===== src/rtl/ram_dma.sv =====
// Purpose : block-transfer initiator (COPY / FILL / SUM) on the 8-bit data RAM port.
// Latency : busy and first access one cycle after start; COPY N done at 2N+1, FILL/SUM N at N+1.
// Backpr. : none; start is sampled only in IDLE and ignored otherwise, including the DONE cycle.
//
// Ports   : clock, reset_s2 (sync, active-high); start/op/src_address/dst_address/length/pattern
//           command inputs; busy/done/error/result status; ram_address/ram_data_in/
//           ram_write_enable drive the RAM, ram_data_out is its combinational read data.
// Build   : define RAM_DMA_SUM_EN to include SUM; without it op=2'b10 is rejected and result is 0.
module ram_dma #(
    parameter logic [7:0] RAM_MIN = 8'h00,
    parameter logic [7:0] RAM_MAX = 8'h79
) (
    input  logic       clock,
    input  logic       reset_s2,
    input  logic       start,
    input  logic [1:0] op,
    input  logic [7:0] src_address,
    input  logic [7:0] dst_address,
    input  logic [7:0] length,
    input  logic [7:0] pattern,
    output logic       busy,
    output logic       done,
    output logic       error,
    output logic [7:0] result,
    output logic [7:0] ram_address,
    output logic [7:0] ram_data_in,
    output logic       ram_write_enable,
    input  logic [7:0] ram_data_out
);

    typedef enum logic [1:0] {IDLE, READ, WRITE, DONE} state_t;

    localparam logic [1:0] OP_COPY = 2'b00;
    localparam logic [1:0] OP_FILL = 2'b01;
    localparam logic [1:0] OP_SUM  = 2'b10;

    state_t     state, state_n;
    logic [7:0] src_q, src_n, dst_q, dst_n, cnt_q, cnt_n, pat_q, pat_n;
    logic [1:0] op_q, op_n;
    logic       busy_n, done_n, error_n, we_n;
    logic [7:0] addr_n, din_n;
    logic       op_ok, range_ok;

`ifdef RAM_DMA_SUM_EN
    logic [7:0] acc_q, acc_n, result_q, result_n;
    assign result = result_q;
`else
    assign result = 8'h00;
`endif

    // Window check in 9 bits so base+length-1 cannot wrap past 8'hFF.
    // base >= RAM_MIN is written as base+1 > RAM_MIN to keep it a live comparison when RAM_MIN is 0.
    function automatic logic win_ok(input logic [7:0] base, input logic [7:0] len);
        logic [8:0] last;
        last = {1'b0, base} + {1'b0, len} - 9'd1;
        return (({1'b0, base} + 9'd1) > {1'b0, RAM_MIN}) && (last <= {1'b0, RAM_MAX});
    endfunction

    always_comb begin
        op_ok    = 1'b0;
        range_ok = 1'b0;
        case (op)
            OP_COPY: begin
                op_ok    = 1'b1;
                range_ok = win_ok(src_address, length) && win_ok(dst_address, length);
            end
            OP_FILL: begin
                op_ok    = 1'b1;
                range_ok = win_ok(dst_address, length);
            end
`ifdef RAM_DMA_SUM_EN
            OP_SUM: begin
                op_ok    = 1'b1;
                range_ok = win_ok(src_address, length);
            end
`endif
            default: begin
                op_ok    = 1'b0;
                range_ok = 1'b0;
            end
        endcase
    end

    // Next state plus the next value of every registered output: the bus values for the
    // state being entered are computed here so they appear in the cycle that state is active.
    always_comb begin
        state_n = state;
        src_n   = src_q;
        dst_n   = dst_q;
        cnt_n   = cnt_q;
        pat_n   = pat_q;
        op_n    = op_q;
        busy_n  = 1'b0;
        done_n  = 1'b0;
        error_n = error;
        addr_n  = 8'h00;
        din_n   = 8'h00;
        we_n    = 1'b0;
`ifdef RAM_DMA_SUM_EN
        acc_n    = acc_q;
        result_n = result_q;
`endif
        case (state)
            IDLE: begin
                if (start) begin
                    src_n   = src_address;
                    dst_n   = dst_address;
                    cnt_n   = length;
                    pat_n   = pattern;
                    op_n    = op;
                    error_n = 1'b0;
`ifdef RAM_DMA_SUM_EN
                    acc_n    = 8'h00;
                    result_n = 8'h00;
`endif
                    // A zero-length command of a legal op is a no-op whatever its base.
                    if (!op_ok || (length != 8'h00 && !range_ok)) begin
                        state_n = DONE;
                        done_n  = 1'b1;
                        error_n = 1'b1;
                    end else if (length == 8'h00) begin
                        state_n = DONE;
                        done_n  = 1'b1;
                    end else if (op == OP_FILL) begin
                        state_n = WRITE;
                        busy_n  = 1'b1;
                        addr_n  = dst_address;
                        din_n   = pattern;
                        we_n    = 1'b1;
                    end else begin
                        state_n = READ;
                        busy_n  = 1'b1;
                        addr_n  = src_address;
                    end
                end
            end
            READ: begin
                if (op_q == OP_COPY) begin
                    // ram_data_in register doubles as the latched read byte.
                    state_n = WRITE;
                    busy_n  = 1'b1;
                    addr_n  = dst_q;
                    din_n   = ram_data_out;
                    we_n    = 1'b1;
                end
`ifdef RAM_DMA_SUM_EN
                else begin
                    acc_n = acc_q + ram_data_out;
                    src_n = src_q + 8'd1;
                    cnt_n = cnt_q - 8'd1;
                    if (cnt_q == 8'd1) begin
                        state_n  = DONE;
                        done_n   = 1'b1;
                        result_n = acc_n;
                    end else begin
                        busy_n = 1'b1;
                        addr_n = src_q + 8'd1;
                    end
                end
`endif
            end
            WRITE: begin
                dst_n = dst_q + 8'd1;
                cnt_n = cnt_q - 8'd1;
                if (op_q == OP_COPY) begin
                    src_n = src_q + 8'd1;
                end
                if (cnt_q == 8'd1) begin
                    state_n = DONE;
                    done_n  = 1'b1;
                end else if (op_q == OP_COPY) begin
                    state_n = READ;
                    busy_n  = 1'b1;
                    addr_n  = src_q + 8'd1;
                end else begin
                    busy_n = 1'b1;
                    addr_n = dst_q + 8'd1;
                    din_n  = pat_q;
                    we_n   = 1'b1;
                end
            end
            DONE:    state_n = IDLE;
            default: state_n = IDLE;
        endcase
    end

    always_ff @(posedge clock) begin
        if (reset_s2) begin
            state <= IDLE;
        end else begin
            state <= state_n;
        end
    end

    always_ff @(posedge clock) begin
        if (reset_s2) begin
            src_q            <= 8'h00;
            dst_q            <= 8'h00;
            cnt_q            <= 8'h00;
            pat_q            <= 8'h00;
            op_q             <= 2'b00;
            busy             <= 1'b0;
            done             <= 1'b0;
            error            <= 1'b0;
            ram_address      <= 8'h00;
            ram_data_in      <= 8'h00;
            ram_write_enable <= 1'b0;
`ifdef RAM_DMA_SUM_EN
            acc_q            <= 8'h00;
            result_q         <= 8'h00;
`endif
        end else begin
            src_q            <= src_n;
            dst_q            <= dst_n;
            cnt_q            <= cnt_n;
            pat_q            <= pat_n;
            op_q             <= op_n;
            busy             <= busy_n;
            done             <= done_n;
            error            <= error_n;
            ram_address      <= addr_n;
            ram_data_in      <= din_n;
            ram_write_enable <= we_n;
`ifdef RAM_DMA_SUM_EN
            acc_q            <= acc_n;
            result_q         <= result_n;
`endif
        end
    end

endmodule


===== config.mk =====
export PLATFORM = sky130hd
export DESIGN_NAME = ram_dma
export DESIGN_NICKNAME = d
export VERILOG_FILES = /design/src/rtl/ram_dma.sv
export SDC_FILE = /design/constraint.sdc
export NUM_CORES = 1
export LEC_CHECK = 0
export BUFFER_PORTS_ARGS = -buffer_cell sky130_fd_sc_hd__buf_2
export CAP_MARGIN = 20
export CORE_UTILIZATION = 57
export DETAILED_ROUTE_END_ITERATION = 12
export HOLD_SLACK_MARGIN = 0.03
export PLACE_DENSITY = 0.89
export RECOVER_POWER = 25
export SETUP_SLACK_MARGIN = 0.1
export SLEW_MARGIN = 20
export SYNTH_ARGS = -nofsm -noshare
export SYNTH_HDL_FRONTEND = slang
export SYNTH_SLANG_ARGS = --single-unit

===== constraint.sdc =====
create_clock -name clock -period 3.6 [get_ports clock]
set_input_delay 0.36 -clock clock [delete_from_list [all_inputs] [get_ports clock]]
set_output_delay 0.36 -clock clock [all_outputs]
set_load 0.005 [all_outputs]

==> results of run 1 <==
-- layout by cell type, fill, tap and decap left out, types with 3 or more instances in the layout --
cell / instances
nor3_1: 9
nand3_1: 9
ha_1: 34
nor2_1: 51
nand2b_1: 6
conb_1: 8
o211ai_1: 4
nor3b_1: 5
nand3b_1: 6
clkbuf_8: 5
and3_1: 10
a2111oi_0: 3
buf_4: 10
dfxtp_1: 56
o2bb2ai_1: 7
a211oi_1: 16
a22o_1: 3
o21ai_0: 29
inv_1: 57
o22ai_1: 6
o41ai_1: 3
nand2_1: 63
a21oi_1: 62
nor2b_1: 6
xor2_1: 7
nand4_1: 11
xnor2_1: 5
clkbuf_1: 8
buf_2: 55
a22oi_1: 15
nor4_1: 4
-- kinds of logic after synthesis --
family	share of synthesized area (%)
buffers and inverters	9.149
AND/OR/NAND/NOR	23.30
adder cells (fa/ha/maj)	11.35
XOR/XNOR	2.562
flip-flops	27.33
other	0.09140
AO/OA/AOI/OAI	26.23
-- sequential cells by signal, summed over array words and instances (netlist names) --
name / flops
op_q: 2
ram_data_in: 8
ram_write_enable: 1
dst_q: 8
cnt_q: 8
ram_address: 8
pat_q: 8
state: 2
src_q: 8
error: 1
busy: 1
done: 1
-- Yosys cell counts (3+ instances only) --
| library cell | number | share of area, % |
|---|---|---|
| dfxtp_1 | 56 | 27 |
| inv_1 | 57 | 5.2 |
| clkbuf_1 | 27 | 2.5 |
| xor2_1 | 7 | 1.5 |
| nor2b_1 | 7 | 1.1 |
| nand3_1 | 9 | 1.1 |
| ha_1 | 34 | 10 |
| a21oi_1 | 62 | 7.6 |
| nand3b_1 | 6 | 1.1 |
| xnor2_1 | 5 | 1.1 |
| o22ai_1 | 6 | 0.92 |
| o21ai_0 | 29 | 3.5 |
| nand2_1 | 63 | 5.8 |
| a2111oi_0 | 3 | 0.64 |
| nand4_1 | 11 | 1.7 |
| nand2b_1 | 6 | 0.92 |
| o41ai_1 | 3 | 0.64 |
| o2bb2ai_1 | 7 | 1.5 |
| nor3_1 | 9 | 1.1 |
| o211ai_1 | 4 | 0.73 |
| and3_1 | 10 | 1.5 |
| a211oi_1 | 16 | 2.9 |
| nor4_1 | 4 | 0.61 |
| nor2_1 | 51 | 4.7 |
| nor3b_1 | 5 | 0.92 |
| a22oi_1 | 15 | 2.7 |
| buf_4 | 8 | 1.5 |
| a22o_1 | 3 | 0.64 |
-- metal layers --
metal | vias to the layer above | global-route usage (%) | part of all wire [%]
li1 | 2072 | - | -
met1 | 2057 | 40.72 | 38
met2 | 300 | 55.05 | 47
met3 | 53 | 5.238 | 11
met4 | 0 | 16.06 | 4.3
met5 | - | 0 | 0
-- worst paths after layout --
| check | startpoint | end | slack (ns) |
|---|---|---|---|
| max | length[1] | busy | 0.45 |
| min | pattern[7] | pat_q[7] | 0.28 |
| max reg2reg | cnt_q[2] | ram_address[7] | 1.13 |
| min reg2reg | pat_q[4] | pat_q[4] | 0.46 |
-- layout make-up --
class / count / area (um2) / area share, %
timing repair buffer: 74 / 384.1 / 8.416
sequential: 56 / 1121 / 24.56
inverter: 57 / 214.0 / 4.687
multi-input combinational: 418 / 2635 / 57.73
clock inverter: 3 / 21.27 / 0.4660
tap: 96 / 120.1 / 2.632
clock buffer: 5 / 68.82 / 1.508
-- power groups by stage --
stage	Combinational [mW]	Clock (mW)	Sequential [mW]
4_1_cts	0.783	0.357	0.789
6_report	0.803	0.357	0.794
3_3_place_gp	0.749	0	0.799
3_5_place_dp	0.777	0	0.803
2_1_floorplan	0.573	0	0.773
5_1_grt	0.880	0.383	0.804
-- critical path: stages --
cell,delay [ns]
buf_2,0.11
inv_1,0.06
ha_1,0.26
inv_1,0.04
ha_1,0.23
fa_1,0.42
a211oi_1,0.38
nor2_1,0.11
xnor2_1,0.14
nor4_1,0.50
or4b_4,0.28
nor4_4,0.04
buf_4,0.19
o31a_1,0.24
-- stage by stage --
stage	area, um2	instances	power (mW)	util, %	setup slack [ns]
floorplan	4129	566	1.346	-	0.4941
global placement	4486	701	1.549	65.30	0.2765
detailed placement	4486	701	1.580	65.30	0.1846
CTS	4576	709	1.929	66.61	0.4923
global route	4564	709	2.068	66.45	0.3209
finish	4564	709	1.954	66.45	0.4501
==> metrics.yaml, run 1 <==
timing:
  finalCritPeriodShare_pct: 87.50
  tightestPinTransition_ns: 0.8598
  fmax_ghz: 0.3175
  rsz0062_at_grt: "false"
  whs_ns: 0.2789
  finalMaxSlewViolations: 0
  setup_violations: 0
  period_minus_slack_ns: 3.150
  relSlewSlack_pct: 42.47
  fin_setup_tns_ns: 0
  fin_worst_skew_ns: 0.01128
  hold_viol: 0
floorplanning:
  core_um2: 6869
  dieArea_um2: 7541
  die_h_um: 86.84
  chipWidth_um: 86.84
  ioPinCount: 73
  row_count: 30
  initial_core_util_pct: 59.73
setup_path:
  critPathKind: "input port to register"
  critPathArrivalTime_ns: 3.36
  cp-start-kind: "input port"
  worst_ep_required_time_ns: 3.81
  setup.worst_path.end_class: "register"
  path_max_fanout: 9
  r2r_cells: 8
global_routing:
  antenna_found_initial: 0
  grt_pass1_wl_um: 19270
  grt-ovfl-total: 0
  grt_pass1_vias: 4075
  grt.total_usage_pct: 32.76
  grt_max_degree: 43
final_layout:
  n_antenna_cell: 0
  final_layout_size_suffix_gt1_share_pct: 13.38
  nets: 693
  syn_to_final_growth_pct: 11.25
  n_fill_cell: 600
synthesis:
  yosysWarnings: 0
  synth-seq-area-share_pct: 27.33
  ys_types: 55
  synth_edf_count: 0
  synth_cells: 559
  async_flop_share_pct: 0
  synth.cell_area_um2: 4103
  synth_top_flop_cell: "dfxtp_1"
  syn_avg_cell_area_um2: 7.339
  synth-seq-cells: 56
cts:
  clk_pin_slew_ns: 0.11
  cts_tree: "done"
  root_buffer: "clkbuf_8"
  hold_buffers: 0
  cts_resized: 0
  clkSinkCount: 56
  htreeDepth: 2
  cts_setup_buffers: 0
  insertion_delay_ns: 0.32
  numCtsBuffers: 5
  clk_path_buf_depth: 2
detailed_routing:
  drt-initial-drc-count: 531
  vias: 4482
  drtPass1Iterations: 5
  routed_wl_um: 12000
  drc: 0
  ant_nets: 0
  wire_per_inst_um: 16.93
  via_per_inst: 6.322
pwr:
  leakage_nw: 1.996
  p_seq_share_pct: 40.6
  powerDensity_nw_per_um2: 428.2
  p_int_mw: 1.149
  power_frac_clock_pct: 18.3
  combPwrFrac_pct: 41.1
  switching_share_pct: 41.19
  p_sw_mw: 0.8049
  vdd.ir_drop.worst_mv: 0.1989
run_status:
  status: "completed"
worst_hold_path:
  hold_depth: 3
  hold_class: "input port to register"
placed_design:
  gp_congestion: 0.9532
  portBuffers: 64
  dp_hpwl_um: 8832
job:
  max-cap-violations: 0
(Power assumes the default switching activity.)
==> run 2: changes to the inputs <==
--- a/config.mk
+++ b/config.mk
@@ -7,10 +7,10 @@
 export LEC_CHECK = 0
 export BUFFER_PORTS_ARGS = -buffer_cell sky130_fd_sc_hd__buf_2
 export CAP_MARGIN = 20
-export CORE_UTILIZATION = 57
+export CORE_UTILIZATION = 55
 export DETAILED_ROUTE_END_ITERATION = 12
-export HOLD_SLACK_MARGIN = 0.03
-export PLACE_DENSITY = 0.89
+export HOLD_SLACK_MARGIN = 0.05
+export PLACE_DENSITY = 0.87
 export RECOVER_POWER = 25
 export SETUP_SLACK_MARGIN = 0.1
 export SLEW_MARGIN = 20
==> run 2 against run 1 <==
Fmax fell by 0.69%. Register-to-register slack got worse by 0.17 ns. Core utilization is 3.0 points lower. Design area rose by 0.22%. Total power up 0.56%. Highest routed layer unchanged. Worst hold slack got worse by 0.0092 ns. Combinational power down 2%. Sequential power hardly changed. Non-clock buffer count did not move. Via count fell by 1.1%. Setup slack worse by 0.022 ns. Count of clock-buffer cells in the layout did not move.
==> metrics.yaml, run 2 (synthesis gave the netlist of run 1 again) <==
worst_hold_path:
  worstHoldEndpoint: "pat_q[1]"
  hp-start: "pattern[1]"
  hold_depth: 3
  hold_class: "input port to register"
detailed_routing:
  wl_met2_um: 5637
  ant_nets: 0
  drt-initial-drc-count: 382
  dr_wl_met3_um: 1159
  drc: 0
  wire_per_inst_um: 16.74
  wl_met1_um: 4687
  via_per_inst: 6.225
  routed_wl_um: 11920
  highest_layer: "met4"
  drtPass1Iterations: 5
  vias: 4432
setup_path:
  setup.worst_path.end_class: "register"
  crit_chain: "buf_2 > inv_1 > ha_1 > inv_1 > ha_1 > fa_1 > a211oi_1 > nor2_1 > xnor2_1 > nor4_1 > or4b_4 > nor4_4 > buf_4 > o31a_1"
  r2r_end: "ram_address[7]"
  rr_startpoint: "state[1]"
  max_stage_delay_ns: 0.55
  r2r_setup_slack_ns: 0.96
  path_max_fanout: 9
  critPathKind: "input port to register"
  critPathArrivalTime_ns: 3.40
  slowest_stage: "nor4_1"
  r2r_cells: 6
  cp-start-kind: "input port"
  worst_ep_required_time_ns: 3.83
final_layout:
  n_antenna_cell: 0
  final_layout_size_suffix_gt1_share_pct: 13.38
  n_fill_cell: 675
  final_common_cell: "nand2_1"
  final_area_um2: 4574
  nets: 693
  syn_to_final_growth_pct: 11.50
  multiInputGateArea_um2: 2635
  mostFrequentLayoutCells: "63 x nand2_1, 62 x a21oi_1, 57 x inv_1"
  register_area_um2: 1121
global_routing:
  grt_pass1_wl_um: 18800
  grt_pass1_vias: 4011
  grt_max_degree: 42
  grt.total_usage_pct: 30.95
  grt-ovfl-total: 0
  antenna_found_initial: 0
cts:
  numCtsBuffers: 5
  clk_path_buf_depth: 2
  cts_setup_buffers: 0
  hold_buffers: 0
  cts_tree: "done"
  insertion_delay_ns: 0.32
  htreeDepth: 2
  clk_pin_slew_ns: 0.11
  cts_resized: 0
  root_buffer: "clkbuf_8"
  clkSinkCount: 56
placed_design:
  portBuffers: 64
  dp_hpwl_um: 8749
  placed_cell_area_um2: 4489
  gp_congestion: 0.9488
timing:
  rsz0062_at_grt: "false"
  hold_viol: 0
  period_minus_slack_ns: 3.172
  finalCritPeriodShare_pct: 88.10
  relSlewSlack_pct: 46.00
  fin_worst_skew_ns: 0.004159
  fin_setup_tns_ns: 0
  tightestPinTransition_ns: 0.8101
  setup_violations: 0
  fmax_ghz: 0.3153
  finalMaxSlewViolations: 0
job:
  max-cap-violations: 0
floorplanning:
  dieArea_um2: 7808
  core_um2: 7214
  ioPinCount: 73
  chipWidth_um: 88.37
  row_count: 31
  die_h_um: 88.37
  initial_core_util_pct: 56.87
pwr:
  leakage_nw: 1.997
  vdd.ir_drop.worst_mv: 0.2597
  powerDensity_nw_per_um2: 429.6
run_status:
  status: "completed"
[run 2: cell count changes in the layout (fill, tap and decap cells not counted), sizes merged]
cell and change:
buf -1, clkbuf +1
[run 2: worst max-delay path: cells and delay by family]
kind | cells | cell delay (ns)
AND/OR/NAND/NOR | 4 | 0.99
adder cells (fa/ha/maj) | 3 | 0.88
AO/OA/AOI/OAI | 2 | 0.63
buffers and inverters | 4 | 0.39
XOR/XNOR | 1 | 0.14
[run 2: layout make-up]
class                      instances  area share, %
sequential                        56          24.51
tap                               99          2.708
inverter                          57          4.677
timing repair buffer              74          8.397
clock buffer                       5          1.504
clock inverter                     3         0.6018
multi-input combinational        418          57.60
[run 2: how the worst max path moves through the flow]
stage,from,endpoint,slack [ns],cells past startpoint
floorplan,length[1],ram_address[3],0.49,12
global placement,src_address[1],ram_address[6],0.19,14
detailed placement,length[1],busy,0.12,14
CTS,length[1],busy,0.47,14
global route,length[1],error,0.16,13
finish,length[1],busy,0.43,14
[run 2: metrics by stage]
stage | power [mW] | worst slack (ns) | std cells | util (%) | hold slack (ns)
CTS | 1.943 | 0.4736 | 712 | 63.56 | 0.2665
finish | 1.965 | 0.4283 | 712 | 63.41 | 0.2697
global route | 2.081 | 0.1558 | 712 | 63.41 | 0.2731
floorplan | 1.346 | 0.4941 | 566 | - | 0.4360
detailed placement | 1.572 | 0.1231 | 704 | 62.23 | 0.4510
global placement | 1.535 | 0.1901 | 704 | 62.23 | 0.4434
[run 2: metal layers]
metal  vias to the layer above  global-route usage (%)
li1                       2070                       -
met1                      2032                   38.65
met2                       287                   52.52
met3                        43                   4.757
met4                         0                   14.22
met5                         -                       0
[run 2: where the power goes]
part           internal, mW  total [mW]  switching [mW]
clock                 0.144       0.379           0.235
sequential            0.703       0.797          0.0941
combinational         0.308       0.789           0.482
